[src/rtl/types.sv]
//------------------------------------------------------------------------------
// types
// Shared type and constant package for the wall-clock blocks.
//   bcd_t        : one BCD digit
//   uart_state_t : byte-serializer states
//   time_snap_t  : the six two-digit time fields latched for one message
//   bcd_char()   : BCD digit to ASCII, '?' for a non-decimal nibble
//------------------------------------------------------------------------------
`default_nettype none

package types;

  typedef logic [3:0] bcd_t;

  typedef enum logic [1:0] {
    UART_IDLE  = 2'd0,
    UART_START = 2'd1,
    UART_DATA  = 2'd2,
    UART_STOP  = 2'd3
  } uart_state_t;

  localparam int MSG_LEN = 21;

  localparam logic [7:0] ASCII_0     = 8'h30;
  localparam logic [7:0] ASCII_Q     = 8'h3F;
  localparam logic [7:0] ASCII_CR    = 8'h0D;
  localparam logic [7:0] ASCII_LF    = 8'h0A;
  localparam logic [7:0] ASCII_2     = 8'h32;
  localparam logic [7:0] ASCII_DASH  = 8'h2D;
  localparam logic [7:0] ASCII_SPACE = 8'h20;
  localparam logic [7:0] ASCII_COLON = 8'h3A;

  typedef struct packed {
    bcd_t [1:0] year;
    bcd_t [1:0] month;
    bcd_t [1:0] day;
    bcd_t [1:0] hour;
    bcd_t [1:0] minute;
    bcd_t [1:0] second;
  } time_snap_t;

  function automatic logic [7:0] bcd_char(input bcd_t d);
    logic [7:0] c;
    if (d > 4'd9) c = ASCII_Q;
    else          c = ASCII_0 + {4'd0, d};
    return c;
  endfunction

endpackage

`default_nettype wire

[src/rtl/uart_tx.sv]
//------------------------------------------------------------------------------
// uart_tx
// 8N1 byte serializer with a valid/ready handshake.
//   clk, rst  : clock, asynchronous active-high reset
//   valid_i   : byte offered on data_i
//   data_i    : byte to send, LSB first
//   ready_o   : high only while idle; a byte is taken on valid_i & ready_o
//   done_o    : one-cycle pulse on the last clock of the stop bit
//   txd_o     : serial line, idle high
// Revision: 1.0
//------------------------------------------------------------------------------
`default_nettype none

module uart_tx
  import types::*;
#(
  parameter int BIT_CYCLES = 208
) (
  input  logic       clk,
  input  logic       rst,
  input  logic       valid_i,
  input  logic [7:0] data_i,
  output logic       ready_o,
  output logic       done_o,
  output logic       txd_o
);

  localparam int            CW       = (BIT_CYCLES > 1) ? $clog2(BIT_CYCLES) : 1;
  localparam logic [CW-1:0] CNT_LAST = CW'(BIT_CYCLES - 1);

  uart_state_t   state_q, state_d;
  logic [CW-1:0] cnt_q, cnt_d;
  logic [2:0]    bit_q, bit_d;
  logic [7:0]    shift_q, shift_d;
  logic          txd_q, txd_d;
  logic          bit_end;

  assign bit_end = (cnt_q == CNT_LAST);
  assign ready_o = (state_q == UART_IDLE);
  assign done_o  = (state_q == UART_STOP) && bit_end;
  assign txd_o   = txd_q;

  always_comb begin
    state_d = state_q;
    cnt_d   = bit_end ? '0 : cnt_q + 1'b1;
    bit_d   = bit_q;
    shift_d = shift_q;
    case (state_q)
      UART_IDLE: begin
        cnt_d = '0;
        if (valid_i) begin
          state_d = UART_START;
          shift_d = data_i;
        end
      end
      UART_START: begin
        if (bit_end) begin
          state_d = UART_DATA;
          bit_d   = 3'd0;
        end
      end
      UART_DATA: begin
        if (bit_end) begin
          shift_d = {1'b0, shift_q[7:1]};
          bit_d   = bit_q + 3'd1;
          if (bit_q == 3'd7) state_d = UART_STOP;
        end
      end
      default: begin
        if (bit_end) state_d = UART_IDLE;
      end
    endcase
  end

  // The line level is registered from the current state, so it trails the
  // state by one clock; every bit still lasts exactly BIT_CYCLES clocks.
  always_comb begin
    case (state_q)
      UART_START: txd_d = 1'b0;
      UART_DATA:  txd_d = shift_q[0];
      default:    txd_d = 1'b1;
    endcase
  end

  always_ff @(posedge clk or posedge rst) begin
    if (rst) begin
      state_q <= UART_IDLE;
      cnt_q   <= '0;
      bit_q   <= 3'd0;
      shift_q <= 8'd0;
      txd_q   <= 1'b1;
    end else begin
      state_q <= state_d;
      cnt_q   <= cnt_d;
      bit_q   <= bit_d;
      shift_q <= shift_d;
      txd_q   <= txd_d;
    end
  end

endmodule

`default_nettype wire

[src/rtl/time_uart_tx.sv]
//------------------------------------------------------------------------------
// time_uart_tx
// Sends "20YY-MM-DD hh:mm:ss\r\n" over an 8N1 UART each time the BCD second
// input changes. At most one further message is queued while one is in flight.
//   clk, rst            : clock, asynchronous active-high reset
//   en                  : allow new messages to start
//   year .. second      : live BCD time, [1] tens digit, [0] units digit
//   txd                 : serial output, idle high
//   busy                : high from message start to end of final stop bit
// Revision: 1.0
//------------------------------------------------------------------------------
`default_nettype none

module time_uart_tx
  import types::*;
#(
  parameter int CLK_FREQ = 24_000_000,
  parameter int BAUD     = 115200
) (
  input  logic       clk,
  input  logic       rst,
  input  logic       en,
  input  bcd_t [1:0] year,
  input  bcd_t [1:0] month,
  input  bcd_t [1:0] day,
  input  bcd_t [1:0] hour,
  input  bcd_t [1:0] minute,
  input  bcd_t [1:0] second,
  output logic       txd,
  output logic       busy
);

  localparam int         BIT_CYCLES = CLK_FREQ / BAUD;
  localparam logic [0:0] MSG_IDLE   = 1'b0;
  localparam logic [0:0] MSG_SEND   = 1'b1;
  localparam logic [4:0] LAST_IDX   = 5'(MSG_LEN - 1);

  bcd_t [1:0] second_q;
  logic       armed_q;
  logic [0:0] msg_q, msg_d;
  logic [4:0] idx_q, idx_d;
  logic       last_q, last_d;        // final character already handed over
  logic       pending_q, pending_d;
  time_snap_t snap_q, snap_d;

  time_snap_t live;
  logic       tick, valid, ready, done, accept, msg_end;
  logic [7:0] char_w;

  assign live    = {year, month, day, hour, minute, second};
  assign tick    = (second != second_q) && armed_q;
  assign valid   = (msg_q == MSG_SEND) && !last_q;
  assign accept  = valid && ready;
  assign msg_end = (msg_q == MSG_SEND) && last_q && done;
  assign busy    = (msg_q == MSG_SEND);

  always_comb begin
    msg_d     = msg_q;
    idx_d     = idx_q;
    last_d    = last_q;
    pending_d = pending_q;
    snap_d    = snap_q;
    case (msg_q)
      MSG_IDLE: begin
        if (tick && en) begin
          msg_d  = MSG_SEND;
          idx_d  = 5'd0;
          last_d = 1'b0;
          snap_d = live;
        end
      end
      default: begin
        if (msg_end) begin
          // A tick landing on the end edge is folded into the restart: the
          // live snapshot taken here already contains it.
          pending_d = 1'b0;
          if (en && (pending_q || tick)) begin
            snap_d = live;
            idx_d  = 5'd0;
            last_d = 1'b0;
          end else begin
            msg_d = MSG_IDLE;
          end
        end else begin
          if (accept) begin
            if (idx_q == LAST_IDX) last_d = 1'b1;
            else                   idx_d  = idx_q + 5'd1;
          end
          if (tick && en) pending_d = 1'b1;
        end
      end
    endcase
  end

  always_comb begin
    case (idx_q)
      5'd0:    char_w = ASCII_2;
      5'd1:    char_w = ASCII_0;
      5'd2:    char_w = bcd_char(snap_q.year[1]);
      5'd3:    char_w = bcd_char(snap_q.year[0]);
      5'd4:    char_w = ASCII_DASH;
      5'd5:    char_w = bcd_char(snap_q.month[1]);
      5'd6:    char_w = bcd_char(snap_q.month[0]);
      5'd7:    char_w = ASCII_DASH;
      5'd8:    char_w = bcd_char(snap_q.day[1]);
      5'd9:    char_w = bcd_char(snap_q.day[0]);
      5'd10:   char_w = ASCII_SPACE;
      5'd11:   char_w = bcd_char(snap_q.hour[1]);
      5'd12:   char_w = bcd_char(snap_q.hour[0]);
      5'd13:   char_w = ASCII_COLON;
      5'd14:   char_w = bcd_char(snap_q.minute[1]);
      5'd15:   char_w = bcd_char(snap_q.minute[0]);
      5'd16:   char_w = ASCII_COLON;
      5'd17:   char_w = bcd_char(snap_q.second[1]);
      5'd18:   char_w = bcd_char(snap_q.second[0]);
      5'd19:   char_w = ASCII_CR;
      default: char_w = ASCII_LF;
    endcase
  end

  always_ff @(posedge clk or posedge rst) begin
    if (rst) begin
      second_q  <= '0;
      armed_q   <= 1'b0;
      msg_q     <= MSG_IDLE;
      idx_q     <= 5'd0;
      last_q    <= 1'b0;
      pending_q <= 1'b0;
      snap_q    <= '0;
    end else begin
      second_q  <= second;
      armed_q   <= 1'b1;
      msg_q     <= msg_d;
      idx_q     <= idx_d;
      last_q    <= last_d;
      pending_q <= pending_d;
      snap_q    <= snap_d;
    end
  end

  uart_tx #(
    .BIT_CYCLES(BIT_CYCLES)
  ) u_uart_tx (
    .clk    (clk),
    .rst    (rst),
    .valid_i(valid),
    .data_i (char_w),
    .ready_o(ready),
    .done_o (done),
    .txd_o  (txd)
  );

endmodule

`default_nettype wire

[config.mk]
export PLATFORM = sky130hd
export DESIGN_NAME = time_uart_tx
export DESIGN_NICKNAME = d
export VERILOG_FILES = /design/src/rtl/types.sv /design/src/rtl/uart_tx.sv /design/src/rtl/time_uart_tx.sv
export SDC_FILE = /design/constraint.sdc
export NUM_CORES = 1
export LEC_CHECK = 0
export ABC_AREA = 1
export CAP_MARGIN = 10
export CORE_UTILIZATION = 57
export DETAILED_ROUTE_END_ITERATION = 10
export MAX_ROUTING_LAYER = met4
export PLACE_DENSITY = 0.81
export SETUP_SLACK_MARGIN = 0.05
export SLEW_MARGIN = 10
export SYNTH_ARGS = -nofsm -noshare
export SYNTH_HDL_FRONTEND = slang
export SYNTH_HIERARCHICAL = 1
export SYNTH_SLANG_ARGS = --single-unit
export TNS_END_PERCENT = 50
[constraint.sdc]
create_clock -name clk -period 2.3 [get_ports clk]
set_input_delay 0.46 -clock clk [delete_from_list [all_inputs] [get_ports clk]]
set_output_delay 0.46 -clock clk [all_outputs]
set_load 0.02 [all_outputs]
### After elaboration in Yosys (flattened, before gate mapping)

Index checks and enable logic that the tools add are counted.

| word-level totals | value |
|---|---|
| output and inout port bits | 2 |
| flip-flop bits (word level) | 87 |
| word-level logic and storage cells | 163 |

| operators by class | value |
|---|---|
| equal/unequal tests | 36 |
| add/subtract/negate cells | 15 |
| magnitude comparators | 12 |
| reduce and logical (&&, ||, !) cells | 26 |
| multiplexer cells | 50 |

Operators by type and width:

| kind | number |
|---|---|
| $mux 48 | 4 |
| $pmux 7 s18 | 1 |
| $add 6x4->7 const A | 12 |
| $mux 7 | 12 |
| $gt 4x4->1 const B | 12 |
| $eq 5x4->1 const B | 8 |
| $mux 8 | 4 |
| $mux 5 | 6 |
| $eq 5x5->1 const B | 5 |
| $eq 5x3->1 const B | 4 |
| $pmux 8 s2 | 1 |
| $mux 1 | 12 |
| $eq 5x2->1 const B | 2 |
| $mux 2 | 5 |
| $ne 2x1->1 const B | 5 |
| $reduce_bool 2->1 | 5 |
| $reduce_and 3->1 | 3 |
| $add 8x1->8 const B | 1 |
| $eq 8x8->1 const B | 1 |
| $logic_and 1x1->1 | 8 |
| $ne 8x8->1 | 1 |
| $reduce_and 4->1 | 2 |
| $mux 3 | 2 |
| $ne 3x1->1 const B | 2 |
| 19 further kinds | 21 |

### Depth between registers and ports, before layout

Gate-level depths: netlist (run 1).

| logic depth | value |
|---|---|
| word-level depth | 7 |
| mapped depth | 16 |
| depth with buffers taken out | 16 |

### Cells and area by module

The synthesis (run 1) kept the hierarchy.

Modules (own cells, without submodules):

| module | times used | cells each | area an instance (µm²) | seq. area each (µm²) |
|---|---|---|---|---|
| time_uart_tx | 1 | 497 | 3611.0 | 1626.6 |
| uart_tx | 1 | 154 | 1199.9 | 551.8 |

### Worst setup path before layout (run 1)

Ideal clock, no wire load.

| timing | value |
|---|---|
| path kind | reg-to-reg |
| start point | register u_uart_tx.cnt_q[0] |
| end point | register idx_q[3] |
| data required time | 2.183 ns |
| stages on the path, launching flop included | 13 |
| slack | 0.468 ns |
| data arrival time | 1.715 ns |
| path through | dfrtp_1 -> ha_1 -> nand2_1 -> nor2_4 -> nand2_4 -> nor2_1 -> nand3_1 -> nand2_1 -> a21oi_1 -> a31oi_4 -> nand2_1 -> nand2_1 -> nand2_1 |

| between the ends | value |
|---|---|
| longest elaborated chain between the ends | 5 |
| elaborated cells between the ends (all ways) | 9 |
| classes of those cells | eq/ne (4); mux (2); reduce/logical (3) |

Ends and longest elaborated chain:

| what | line | text |
|---|---|---|
| start: declaration | uart_tx.sv:32 | `logic [CW-1:0] cnt_q, cnt_d;` |
| start signal: assignment | uart_tx.sv:94 | `cnt_q <= cnt_d;` |
| $eq 8x8->1 (*) | uart_tx.sv:38 | `assign bit_end = (cnt_q == CNT_LAST);` |
| $logic_and 1x1->1 (*) | uart_tx.sv:40 | `assign done_o = (state_q == UART_STOP) && bit_end;` |
| named net done | time_uart_tx.sv:47 | `logic tick, valid, ready, done, accept, msg_end;` |
| $logic_and 1x1->1 (*) | time_uart_tx.sv:54 | `assign msg_end = (msg_q == MSG_SEND) && last_q && done;` |
| $ne 3x2->1 (no source line) (tied with other cells) | - |  |
| $reduce_and 4->1 (no source line) / $mux 5 (equally long branches) | - |  |
| end signal: assignment | time_uart_tx.sv:134 | `idx_q <= idx_d;` |
| end: declaration | time_uart_tx.sv:41 | `logic [4:0] idx_q, idx_d;` |

Mark *: on every way through the listed nets, which the timed path passes. The rest lies on a longest branch.
A chain may end at the register's enable or synchronous reset.

### Worst setup path after layout (run 1)

| timing | value |
|---|---|
| start point | register idx_q[0] |
| end point | register u_uart_tx.shift_q[4] |

| between the ends | value |
|---|---|
| longest elaborated chain between the ends | 5 |
| elaborated cells between the ends (all ways) | 25 |
| classes of those cells | eq/ne (19); mux (3); reduce/logical (3) |

Ends and longest elaborated chain:

| what | line | text |
|---|---|---|
| $eq 5x5->1 (tied with other cells) | time_uart_tx.sv:96 | `case (idx_q)` |
| $reduce_or 2->1 (no source line) | - |  |
| $pmux 7 s18 (*) | time_uart_tx.sv:96 |  |
| named net char_w[4] | time_uart_tx.sv:48 | `logic [7:0] char_w;` |
| $mux 8 (*) | uart_tx.sv:51 | `if (valid_i) begin` |
| $pmux 8 s2 (*) | uart_tx.sv:48 | `case (state_q)` |
| end signal: assignment | uart_tx.sv:96 | `shift_q <= shift_d;` |
| end: declaration | uart_tx.sv:34 | `logic [7:0] shift_q, shift_d;` |

Mark *: on every way through the listed nets, which the timed path passes. The rest lies on a longest branch. The select of a mux whose other input is x is not followed.

==> results of run 1 <==
## cells in the final DEF (no fill, tap or decap), drive strengths merged
| cell type | count |
|---|---|
| nand2 | 233 |
| dfrtp | 86 |
| nand3 | 83 |
| nor2 | 76 |
| inv | 64 |
| clkdlybuf4s50 | 52 |
| o21ai | 37 |
| ha | 12 |
| clkbuf | 11 |
| buf | 9 |
| nand4 | 8 |
| a21oi | 5 |
| o21a | 5 |
| xnor2 | 4 |
| o22ai | 4 |
| conb | 3 |
| clkinv | 3 |
| a31oi | 3 |
| xor2 | 2 |
| o211ai | 2 |
| nor3 | 2 |
| o31ai | 1 |
| nand3b | 1 |
| a22oi | 1 |
| clkinvlp | 1 |
| bufinv | 1 |
| dfstp | 1 |
## registers in the layout (all words and copies together), names as in the netlist, 2 cells and up
register,count
snap_q,48
second_q,8
u_uart_tx/cnt_q,8
u_uart_tx/shift_q,8
idx_q,5
u_uart_tx/bit_q,3
u_uart_tx/state_q,2
## per-layer routing
metal	routed length, um	part of all wire [%]
met2	5350	49
met5	0	0
met4	258	2.4
met1	4800	44
met3	420	3.9
## kinds of logic after synthesis
family	count (synthesis)	synth area share, %
xor+xnor	6	1.09
other cells	2	0.156
fa+ha+maj	12	3.12
simple gates	403	35.3
buf+inv	83	7.91
compound gates	58	7.10
flops	87	45.3
## timing repair
action | in CTS | in global routing
gates resized for setup | 0 | 14
buffers inserted | 0 | 3
setup endpoints to repair | 0 | 12
endpoints found under the hold margin | 0 | 0
## worst max-delay path, delay by kind of cell (launching register included)
family,cells,cell delay (ns)
flops,1,0.42
simple gates,8,0.87
compound gates,1,0.29
buf+inv,2,0.16
fa+ha+maj,1,0.25
## worst max-delay path by stage
stage,start,to,cells after the start
after floorplan,rst,armed_q,1
after global placement,second[3],snap_q[10],11
after detailed placement,u_uart_tx/cnt_q[0],last_q,13
after CTS,u_uart_tx/cnt_q[0],last_q,13
after global routing,u_uart_tx/cnt_q[0],idx_q[3],12
final,idx_q[0],u_uart_tx/shift_q[4],12
## cell type report
type                    instances  area, um2
well taps                     105        131
multi-input cells             482       2290
clock buffers                  11        151
clock inverters                 5       56.3
inverters                      64        240
fillers                       687       2490
flip-flops and latches         87       2180
repair buffers                 61        638
## power by group through the flow
stage	Combinational [mW]	Sequential, mW	Clock (mW)
final	0.173	1.54	1.10
after global routing	0.194	1.54	1.20
after CTS	0.176	1.54	1.13
after detailed placement	0.176	1.57	0
after global placement	0.173	1.57	0
after floorplan	0.0651	1.57	0
==> metrics.txt, run 1 <==
result of the run=finished clean; total net switching power=0.626 mW; Synth Register Bits=between 80 and 90; Area contributors post-synth=sky130_fd_sc_hd__dfrtp_1 (45%), sky130_fd_sc_hd__nand2_1 (18%), sky130_fd_sc_hd__nand3_1 (8.6%), sky130_fd_sc_hd__nor2_1 (5.5%), sky130_fd_sc_hd__inv_1 (4.6%); proportion of total power due to net switching=22.2%; number of buffers inserted during clock tree synthesis=9; commonest cells in the netlist=sky130_fd_sc_hd__nand2_1 (227), sky130_fd_sc_hd__dfrtp_1 (86), sky130_fd_sc_hd__nand3_1 (83), sky130_fd_sc_hd__nor2_1 (71), sky130_fd_sc_hd__inv_1 (59); launching element type of the critical path=flop; Post-synth EDFFs=0; Global Route met1 Usage=35.0%; GR peak layer=met2; quantity of I/O buffers inserted on ports=52; count of endpoints failing setup in the final report=0; most frequent cell after synthesis=sky130_fd_sc_hd__nand2_1; Worst-path clk slew=0.09 ns; standard-cell rows=33; smallest hold slack=~0.46 ns; routed wire length per instance=13.3 um; path type of the worst setup path=reg2reg; area of the die=about 8800 um2; static power due to leakage=between 3 and 4 nW; final worst clock skew=~0.012 ns; critical path capture point type=flop; post-layout power=2.82 mW; setup repair after global routing missed its margin=yes; met2 Resource Use GR=a little over two fifths; maximum frequency from static timing analysis=between 400 and 500 MHz; number of standard cells in the final layout excluding fillers=just over 800; fraction of met3 tracks used by global routing=~3.9%; Skew-Pair Late Insertion Delay=about 0.36 ns; most area-hungry cell type in the Yosys netlist=sky130_fd_sc_hd__dfrtp_1; via count of the first global-routing pass=4115; placed instance area=approximately 5400 um2; worst min-delay path category=in2async; post-synthesis area per instance=roughly 7.4 um2; Hold-fix buffers, CTS=0; combinational share of power=around 6.1%; count of unique library cells instantiated by Yosys=31; power density normalized to cell area=slightly below 500 nW/um2; initial antenna violation count=0; largest net degree at the start of global routing=66; gr usage total=between 20% and 30%; power share of the sequential group=a little over half; layout overhead on the synthesized area=18.2%; critical path data arrival time=approximately 2.4 ns; number of inserted diodes=0; overflow left after global routing=0; ratio of cells with drive above 1 in the final layout=under 10%; number of vias after detailed routing=around 4400; Post-Syn Instances=approximately 650; number of nets in the layout=approximately 770; HPWL after DPL=just under 8000 um; area share of the largest cell type after synthesis=about 45%; routed via count divided by cell count=5.37; detailed router's first-iteration violation count=between 200 and 250; portion of total power attributed to the clock network=39.2%; CP max stage cell=sky130_fd_sc_hd__dfrtp_2; summed instance area of the synthesized netlist=between 4000 and 5000 um2; final weighted congestion of routability-driven global placement=about 0.9; count of boundary I/O pins=53; Remaining DRCs=0; number of slew-limit violations in the final report=0; floorplan die height=~94 um; Max Root-Sink Buffers=2; required time reported for the critical path endpoint=around 2.6 ns; Starting Density=just under 60%; CTS sink count=87; clock root cell=sky130_fd_sc_hd__clkbuf_8; Core ar.=roughly 8200 um2; Total Negative Setup Slacks=0 ns; final worst path period need=about 2.1 ns; Cells after DPL=796; RR Endpoint=u_uart_tx/shift_q[4]; area of all placed cells without fillers=roughly 5700 um2; Max-cap violations=0; chip width=between 90 and 100 um; antenna viol nets, final=0; highest net fanout along the worst path=6; first-pass GRT wire length=18400 um; Worst-Margin Slew=roughly 0.5 ns; total wire length=roughly 11000 um; post-synthesis async set-or-reset flop share=100%; least setup slack across all paths after layout=~0.19 ns; Post-Place Setup Slack=between 0.15 and 0.2 ns; share of the core filled with cells in the final layout=69.5%; cell seen most often among critical-path stages=sky130_fd_sc_hd__nand2_1; yosys synthesis warning count=6; number of cell instances on the worst register-to-register path=12; Peak VDD IR=0.381 mV; Final Hold Fails=0; R2R Setup Slk=approximately 0.19 ns; sequential area share after synthesis=45.3%; H-tree levels=3; largest incremental delay on the critical path=between 0.4 and 0.5 ns; chain of cells forming the critical path=inv_1 > ha_1 > nand2_1 > inv_1 > a22oi_1 > nand2_1 > nor3_2 > nand3_1 > nand2_1 > nand2_1 > nand3_1 > nand2_1; startpoint of the most critical register-to-register path=idx_q[0]; final clock period utilization by the worst path=around nine tenths; Pint=about 2.2 mW; first-pass detailed-route iteration total=4; normalized max-slew margin=roughly 66%; clock tree from TritonCTS=done; top_reg_cell synth=sky130_fd_sc_hd__dfrtp_1
(Power assumes the default switching activity.)
==> run 2: changes to the inputs <==
CORE_ASPECT_RATIO = 1.75   (was not set)
==> run 2 against run 1 <==
Against the previous run:
- design area grew 1.7%
- non-clock buffer count grew 2
- critical path type unchanged
- largest cell class unchanged
- cell count down 1.3%
- hold slack worse by 0.039 ns
- sequential power about the same
- critical endpoint is now u_uart_tx/shift_q[1]
- highest routed layer unchanged
- flip-flop and latch count unchanged
- clock power increased by 39%
- routed wire length grew 4.7%
==> metrics.txt, run 2 (synthesized netlist as in run 1, its figures left out) <==
Worst-path clk slew=about 0.060 ns; standard-cell rows=44; final clock period utilization by the worst path=about 90%; kind of cell with the highest combined delay on the critical path=simple AND/OR/NAND/NOR gates; register with the highest flop count=snap_q; initial antenna violation count=0; most used cells in the layout excluding fill and tap cells=sky130_fd_sc_hd__nand2_1 (226), sky130_fd_sc_hd__dfrtp_1 (85), sky130_fd_sc_hd__nand3_1 (83); floorplan die height=approximately 120 um; first-pass detailed-route iteration total=7; highest net fanout along the worst path=5; Peak VDD IR=0.538 mV; CP max stage cell=sky130_fd_sc_hd__dfrtp_1; met2 Resource Use GR=a little over half; first-pass GRT wire length=between 15000 and 20000 um; layout overhead on the synthesized area=20.2%; Max-cap violations=0; least setup slack across all paths after layout=between 0.15 and 0.2 ns; Starting Density=58.3%; required time reported for the critical path endpoint=~2.5 ns; via count of the first global-routing pass=roughly 4300; Cells after DPL=between 700 and 800; Max Root-Sink Buffers=2; antenna viol nets, final=0; Post-Place Setup Slack=between 0.15 and 0.2 ns; worst min-delay path category=in2async; number of standard cells in the final layout excluding fillers=roughly 800; chain of cells forming the critical path=ha_1 > buf_4 > nand3_1 > inv_1 > o21ai_0 > nand2_1 > nor2_1 > nand2_1 > nor2_1 > nand2_1 > nand2_1 > nand2_1 > nand3_1 > nand2_1; fraction of met3 tracks used by global routing=approximately 6.0%; path type of the worst setup path=reg2reg; startpoint of the most critical register-to-register path=idx_q[1]; number of flip-flops under the largest register name=48; number of slew-limit violations in the final report=0; CTS sink count=slightly below 90; maximum frequency from static timing analysis=476 MHz; number of nets in the layout=slightly below 800; final worst path period need=2.10 ns; Global Route met1 Usage=28.1%; post-CTS setup repair buffer count=0; number of inserted diodes=0; gr usage total=between 20% and 30%; clock tree from TritonCTS=done; final worst clock skew=0.00882 ns; Final Hold Fails=0; routed via count divided by cell count=between 5 and 6; Skew-Pair Late Insertion Delay=roughly 0.35 ns; static power due to leakage=3.11 nW; GR peak layer=met2; Remaining DRCs=0; number of cell instances on the worst register-to-register path=14; quantity of I/O buffers inserted on ports=52; total wire length=around 11000 um; result of the run=finished clean; chip width=~71 um; count of boundary I/O pins=53; power density normalized to cell area=562 nW/um2; routed wire length per instance=around 14 um; critical path capture point type=flop; overflow left after global routing=0; largest net degree at the start of global routing=49; ratio of cells with drive above 1 in the final layout=under 10%; RR Endpoint=u_uart_tx/shift_q[1]; area of the die=just under 9000 um2; setup repair after global routing missed its margin=yes; post-layout power=between 3 and 4 mW; clock root cell=sky130_fd_sc_hd__clkbuf_16; Total Negative Setup Slacks=0 ns; final weighted congestion of routability-driven global placement=slightly above 1; most frequent standard cell in the layout excluding fill and tap cells=sky130_fd_sc_hd__nand2_1; number of buffers inserted during clock tree synthesis=9; launching element type of the critical path=flop; number of vias after detailed routing=approximately 4400; Core ar.=just over 8000 um2; cell seen most often among critical-path stages=sky130_fd_sc_hd__nand2_1; largest incremental delay on the critical path=between 0.4 and 0.5 ns; count of endpoints failing setup in the final report=0; detailed router's first-iteration violation count=around 300; critical path data arrival time=2.34 ns; HPWL after DPL=roughly 8500 um; Fillers=~700; count of buffering cells on the critical path with inverters included=2; H-tree levels=3; R2R Setup Slk=about 0.2 ns; smallest hold slack=0.425 ns
run 2: cell types whose count changed in the layout (fill, tap and decap cells not counted), sizes merged:
cell and delta:
buf +2, clkbuf +1, clkinv -3, clkinvlp +2
run 2: per-stage QoR:
stage               util (%)  cell area [um2]
detailed placement      65.9             5450
CTS                     69.8             5760
global placement        65.9             5450
global route            70.0             5780
floorplan                  -             4810
finish                  70.0             5780
run 2: final cells by class:
cell class                      count  area (um2)  share of cell area, %
Clock buffer                       12         267                   4.61
Clock inverter                      4        52.6                  0.909
Inverter                           64         240                   4.15
Multi-Input combinational cell    482        2280                   39.4
Sequential cell                    87        2180                   37.7
Tap cell                           92         115                   1.99
Timing Repair Buffer               63         653                   11.3
run 2: routing by layer:
metal  vias up  share of wire, %
li1       2175                 -
met1      2026                38
met2       116                54
met3        37               3.6
met4         0               4.6
met5         -                 0
run 2: how the worst max path moves through the flow:
stage,from,end,slack (ns),depth (start not counted)
after floorplan,rst,armed_q,0.21,1
after global placement,second[3],snap_q[19],0.28,11
after detailed placement,second[0],idx_q[2],0.18,12
after CTS,idx_q[0],u_uart_tx/shift_q[1],0.17,16
after global routing,idx_q[1],u_uart_tx/shift_q[1],0.03,16
final,idx_q[1],u_uart_tx/shift_q[1],0.20,14
run 2: report_power, final:
group	switching, mW	leakage [nW]	internal (mW)
clock	0.599	0.147	0.930
sequential	0.00486	1.14	1.54
combinational	0.0773	1.82	0.0975
total	0.682	3.11	2.57
run 2: what timing repair did:
action / CTS / global route
endpoints found under the setup margin: 0 / 11
hold buffers: 0 / 0
resized for setup: 0 / 6
